===== src/rtl/popcount_seq_unit.sv =====
// popcount_seq_unit: multi-cycle population count of a 100-bit word.
// The unit accepts a word on the input stream, then counts NBITS_PER_CYCLE bits
// per cycle. After 100/NBITS_PER_CYCLE cycles it presents the count on the
// output stream and holds it until the consumer accepts it.
// Ports:
//   clk          clock, all state updates on the rising edge
//   reset        synchronous active-high reset
//   istream_val  input word valid
//   istream_rdy  unit idle and able to take a word
//   istream_msg  100-bit word to count
//   ostream_val  result valid
//   ostream_rdy  consumer ready for the result
//   ostream_msg  7-bit result (0..100), held until the next result
module popcount_seq_unit #(
  parameter int unsigned NBITS_PER_CYCLE = 10
) (
  input  logic        clk,
  input  logic        reset,
  input  logic        istream_val,
  output logic        istream_rdy,
  input  logic [99:0] istream_msg,
  output logic        ostream_val,
  input  logic        ostream_rdy,
  output logic [6:0]  ostream_msg
);

  localparam int unsigned WORD_W = 100;
  localparam int unsigned ACC_W  = 7;
  localparam int unsigned STEPS  = WORD_W / NBITS_PER_CYCLE;
  localparam int unsigned CNT_W  = (STEPS > 1) ? $clog2(STEPS) : 1;
  localparam int unsigned PART_W = $clog2(NBITS_PER_CYCLE + 1);

  localparam logic [1:0] IDLE = 2'd0;
  localparam logic [1:0] CALC = 2'd1;
  localparam logic [1:0] DONE = 2'd2;

  logic [1:0]        state;
  logic [1:0]        state_nxt;
  logic [WORD_W-1:0] shreg;
  logic [ACC_W-1:0]  acc;
  logic [ACC_W-1:0]  acc_sum;
  logic [ACC_W-1:0]  result;
  logic [CNT_W-1:0]  step;
  logic [PART_W-1:0] partial;
  logic              in_fire;
  logic              out_fire;
  logic              last_step;

  // Handshake flags decode state only; reset forces both low.
  assign istream_rdy = !reset && (state == IDLE);
  assign ostream_val = !reset && (state == DONE);
  assign ostream_msg = result;

  assign in_fire   = istream_val && istream_rdy;
  assign out_fire  = ostream_val && ostream_rdy;
  assign last_step = (step == CNT_W'(STEPS - 1));

  // Popcount of the low slice of the shift register.
  always_comb begin
    partial = '0;
    for (int unsigned i = 0; i < NBITS_PER_CYCLE; i++) begin
      partial = partial + PART_W'(shreg[i]);
    end
  end

  assign acc_sum = acc + ACC_W'(partial);

  // State register.
  always_ff @(posedge clk) begin
    if (reset) begin
      state <= IDLE;
    end else begin
      state <= state_nxt;
    end
  end

  // Next-state logic.
  always_comb begin
    state_nxt = state;
    case (state)
      IDLE:    if (in_fire)   state_nxt = CALC;
      CALC:    if (last_step) state_nxt = DONE;
      DONE:    if (out_fire)  state_nxt = IDLE;
      default: state_nxt = IDLE;
    endcase
  end

  // Datapath: latch word, shift/accumulate, capture result on the final step.
  always_ff @(posedge clk) begin
    if (reset) begin
      shreg  <= '0;
      acc    <= '0;
      step   <= '0;
      result <= '0;
    end else begin
      case (state)
        IDLE: begin
          if (in_fire) begin
            shreg <= istream_msg;
            acc   <= '0;
            step  <= '0;
          end
        end
        CALC: begin
          acc   <= acc_sum;
          shreg <= shreg >> NBITS_PER_CYCLE;
          step  <= step + CNT_W'(1);
          // Result register only changes here, so it holds through IDLE/CALC.
          if (last_step) result <= acc_sum;
        end
        default: ;
      endcase
    end
  end

endmodule

===== config.mk =====
export PLATFORM = sky130hd
export DESIGN_NAME = popcount_seq_unit
export DESIGN_NICKNAME = d
export VERILOG_FILES = /design/src/rtl/popcount_seq_unit.sv
export SDC_FILE = /design/constraint.sdc
export NUM_CORES = 1
export LEC_CHECK = 0
export ABC_AREA = 1
export ABC_CLOCK_PERIOD_IN_PS = 6300
export CAP_MARGIN = 10
export CORE_UTILIZATION = 40
export CTS_CLUSTER_DIAMETER = 50
export DETAILED_ROUTE_END_ITERATION = 8
export PLACE_DENSITY = 0.64
export SETUP_SLACK_MARGIN = 0.02
export SLEW_MARGIN = 15
export SYNTH_ARGS = -nofsm -noshare
export SYNTH_HDL_FRONTEND = slang
export SYNTH_SLANG_ARGS = --single-unit

===== constraint.sdc =====
create_clock -name clk -period 6.3 [get_ports clk]
set_clock_uncertainty 0.2 [all_clocks]
set_input_delay 1.26 -clock clk [delete_from_list [all_inputs] [get_ports clk]]
set_output_delay 1.26 -clock clk [all_outputs]
set_load 0.02 [all_outputs]

Word level (Yosys, flattened, before mapping) --
Index checks and enable logic that the tools add are counted.
Cells by class: $add $sub $neg 11, equality and inequality tests 6, multiplexer cells 10, reduce and logical (&&, ||, !) cells 10
Operator list (count):
- one-hot mux 100 bit (2 select lines) | 1
- 2-to-1 mux 100 bit | 1
- adder 4 x 1 -> 4 bit | 6
- one-hot mux 7 bit (2 select lines) | 1
- one-hot mux 4 bit (2 select lines) | 1
- adder 7 x 4 -> 7 bit | 1
- 2-to-1 mux 7 bit | 1
- 2-to-1 mux 2 bit | 3
- inequality test 2 bit, second input constant | 3
- one-hot mux 2 bit (3 select lines) | 1
- adder 3 x 1 -> 4 bit | 1
- adder 4 x 1 -> 4 bit, second input constant | 1
- equality test 4 bit, second input constant | 1
- logical AND 1 bit | 4
- 2-to-1 mux 4 bit | 1
- AND reduction 2 bit | 2
- adder 2 x 1 -> 3 bit | 1
- AND reduction 3 bit | 1
- adder 1 x 1 -> 2 bit | 1
- equality test 2 x 1 -> 1 bit, second input constant | 1
- equality test 2 bit, second input constant | 1
- logical NOT 2 bit | 1
- nonzero test 2 bit | 1
- logical NOT 1 bit | 1
Word-level totals: bits in registers 120, bits of input ports 104, output and inout bits 9

Depth between registers and ports, before layout --
depth after elaboration 11, depth in mapped cells 15

Worst setup path after synthesis --
Ideal clock, no wire load.
path type flip-flop to flip-flop, start register shreg[0], end register acc[4], setup time 0.070 ns, arrival time 3.186 ns, required time 6.030 ns, setup slack 2.844 ns, cell stages (with the launch flop) 12, path buffers 0, period minus slack after synthesis 3.456 ns, cells stage by stage dfxtp_1 -> fa_1 -> inv_1 -> fa_1 -> fa_1 -> fa_1 -> fa_1 -> nand3b_1 -> nand2_1 -> xor2_1 -> nand2_1 -> a21oi_1
Between the ends: word-level cells in the longest chain between the ends 11
Ends and longest elaborated chain:
- start, declared | line 39 | logic [WORD_W-1:0] shreg;
- start signal, assigned | line 99 | shreg <= istream_msg;
- start signal, assigned | line 106 | shreg <= shreg >> NBITS_PER_CYCLE;
- adder 1 x 1 -> 2 bit | line 62 | partial = partial + PART_W'(shreg[i]);
- adder 2 x 1 -> 3 bit | line 62
- adder 3 x 1 -> 4 bit | line 62
- adder 4 x 1 -> 4 bit (6 in series) | line 62
- adder 7 x 4 -> 7 bit | line 66 | assign acc_sum = acc + ACC_W'(partial);
- one-hot mux 7 bit (2 select lines) | line 96 | case (state)
- end signal, assigned | line 105 | acc <= acc_sum;
- end, declared | line 40 | logic [ACC_W-1:0] acc;
No other way between the ends. A chain may end at the register's enable or synchronous reset.

Final worst setup path --
start input port reset, end output port istream_rdy
Between the ends: word-level cells in the longest chain between the ends 2
Ends and longest elaborated chain:
- start, declared | line 18 | input logic reset,
- logical NOT 1 bit | line 50 | assign istream_rdy = !reset && (state == IDLE);
- logical AND 1 bit | line 50
- end, declared | line 20 | output logic istream_rdy,
No other way between the ends.

==> impl_metrics.toml <==
[run_status]
status = "completed"

[power_and_ir_drop]
pwr_density_cell_nw_per_um2 = 319
p_leak_nw = 3.08
vdd_ir_drop_max_uv = 163
power_mw = 2.35

[sta]
worstMarginPinSlew_ps = 955
fmax_mhz = 216
hold_viol = 0
slew_headroom = 0.362
min_period_ps = 4630
finalSetupTns_ps = 0
rsz0062_at_grt = "false"
period_share = 0.735
drv_slew = 0
setup_viol = 0

[cts]
cts_resized = 0
cts_tree = "yes"
insertion_delay_ps = 410
clk_pin_slew_ps = 50
clock-root-buffer = "clkbuf_16"
numCtsBuffers = 17
cts_hold_repair.buffers = 0
htree_levels = 4
clockBufferDepth = 2
post_cts_buffers = 0
clock_sinks = 120

[logic_synthesis]
synth_top_area_share = 0.419
ys_seq_elements = 120
syn_area_um2 = 5740
yosysUniqueCellTypes = 33
syn_nets = 918
synth_cells = 800
avgSynthCellArea_um2 = 7.17
ys_warn_count = 0
post_synth_main_area_contributors = "dfxtp_1 (42%), o21ai_0 (10%), nand2_1 (9.8%), a21oi_1 (8.4%), inv_1 (6.7%)"
seq_area_frac_synth = 0.419
yosysTopAreaCell = "dfxtp_1"

[floorplanning]
initial_utilization = 0.412
dieArea_um2 = 14800
io_pins = 113
dieWidth_um = 122
fp.dieH_um = 122
coreArea_um2 = 13900
num_rows = 43

[critical_path]
startpoint_type = "primary input"
critical_path_class = "in -> out"
end_kind = "primary output"
worstPathRequired_ps = 4840
cp_max_fo = 22
crit_arrival_ps = 3170
ff2ff_setup_slack_ps = 2650

[grt]
grt_use_total = 0.186
grt_max_degree = 95
antenna_found_initial = 0
overflow = 0
grt_pass1_wl_um = 21400
grt_pass1_vias = 4594

[drt]
totalWireLength_um = 13100
viasPerCell = 4.69
vias = 5034
ant_nets = 0
drt-initial-drc-count = 274
firstDrtPassIters = 4
wl_per_cell_um = 12.2
drcViolationCount = 0

[final_layout]
syn_to_final_growth_pct = 28.2
drive_above_1_share = 0.0537
diodes = 0
fin_nets = 999

[placement]
gp_congestion = 0.779
hpwl_um = 8650
portBuffers = 112

[run]
max-cap-violations = 0

[hold_path]
worst_hold_path_type = "reg -> reg"
[state kept, by name, indices dropped and copies added, names as in the netlist]
| name | count |
|---|---|
| shreg | 100 |
| ostream_msg | 7 |
| acc | 7 |
| state | 2 |
| step | 4 |
[synth_stat cells, drive strengths merged]
library cell and instances:
a211o 1, o31ai 1, o22ai 1, xor2 1
nand3 9, nor3 3, nand2 154, nand3b 1
a21oi 96, a211oi 2, a21o 1, xnor2 1
or2 3, o21ai 180, inv 106, clkbuf 21
dfxtp 120, ha 7, nand4 1, fa 7
nor2 50, buf 34
[per-layer routing]
metal / vias up / track usage / part of all wire
met5: - / 0 / 0
met4: 0 / 0.0802 / 0.011
met3: 9 / 0.0431 / 0.038
met2: 89 / 0.290 / 0.46
met1: 2193 / 0.244 / 0.49
li1: 2743 / - / -
[stage by stage]
step / cell area [um2] / hold WS (ps) / util / cells / setup WS (ps)
6_report: 7350 / 243 / 0.528 / 1074 / 1670
5_1_grt: 7350 / 259 / 0.528 / 1074 / 1550
4_1_cts: 7350 / 245 / 0.528 / 1074 / 1640
3_5_place_dp: 6760 / 238 / 0.485 / 1042 / 1640
3_3_place_gp: 6760 / 234 / 0.485 / 1042 / 1660
2_1_floorplan: 5740 / 224 / - / 800 / 2840
[kinds of logic after synthesis]
family,share of synthesized area
fa+ha+maj,0.0397
simple gates,0.156
buf+inv,0.134
compound gates,0.249
xor+xnor,0.00305
flops,0.419
[cells in the final DEF, fill, tap and decap left out, drive strengths merged, types with 9 or more instances in the layout]
cell type and count:
o21ai 180, nand2 154, dfxtp 120, clkdlybuf4s50 112, inv 106, a21oi 96
nor2 50, clkbuf 23, nand3 9
[worst paths after layout]
| check | from | end | cells after the start |
|---|---|---|---|
| hold / removal | shreg[85] | shreg[85] | 2 |
| hold reg to reg | shreg[85] | shreg[85] | 2 |
| setup / recovery | reset | istream_rdy | 3 |
| setup reg to reg | shreg[0] | acc[4] | 11 |
[cell type report]
class                      count  area [um2]
timing repair buffer         117        1160
fill                        1379        6580
clock buffer                  23         498
sequential                   120        2400
tap                          180         225
clock inverter                 9        95.1
inverter                     106         403
multi-input combinational    519        2570
[report_power, final]
part	switching [mW]	total (mW)	internal (mW)
registers	0.0306	0.880	0.849
clock network	0.331	0.960	0.629
logic	0.298	0.507	0.210
[worst max-delay path, stage by stage]
cell             delay (ps)
clkdlybuf4s50_1         870
nor3_4                  380
clkdlybuf4s50_1         660
No activity file was read; power rests on OpenSTA's default activity.
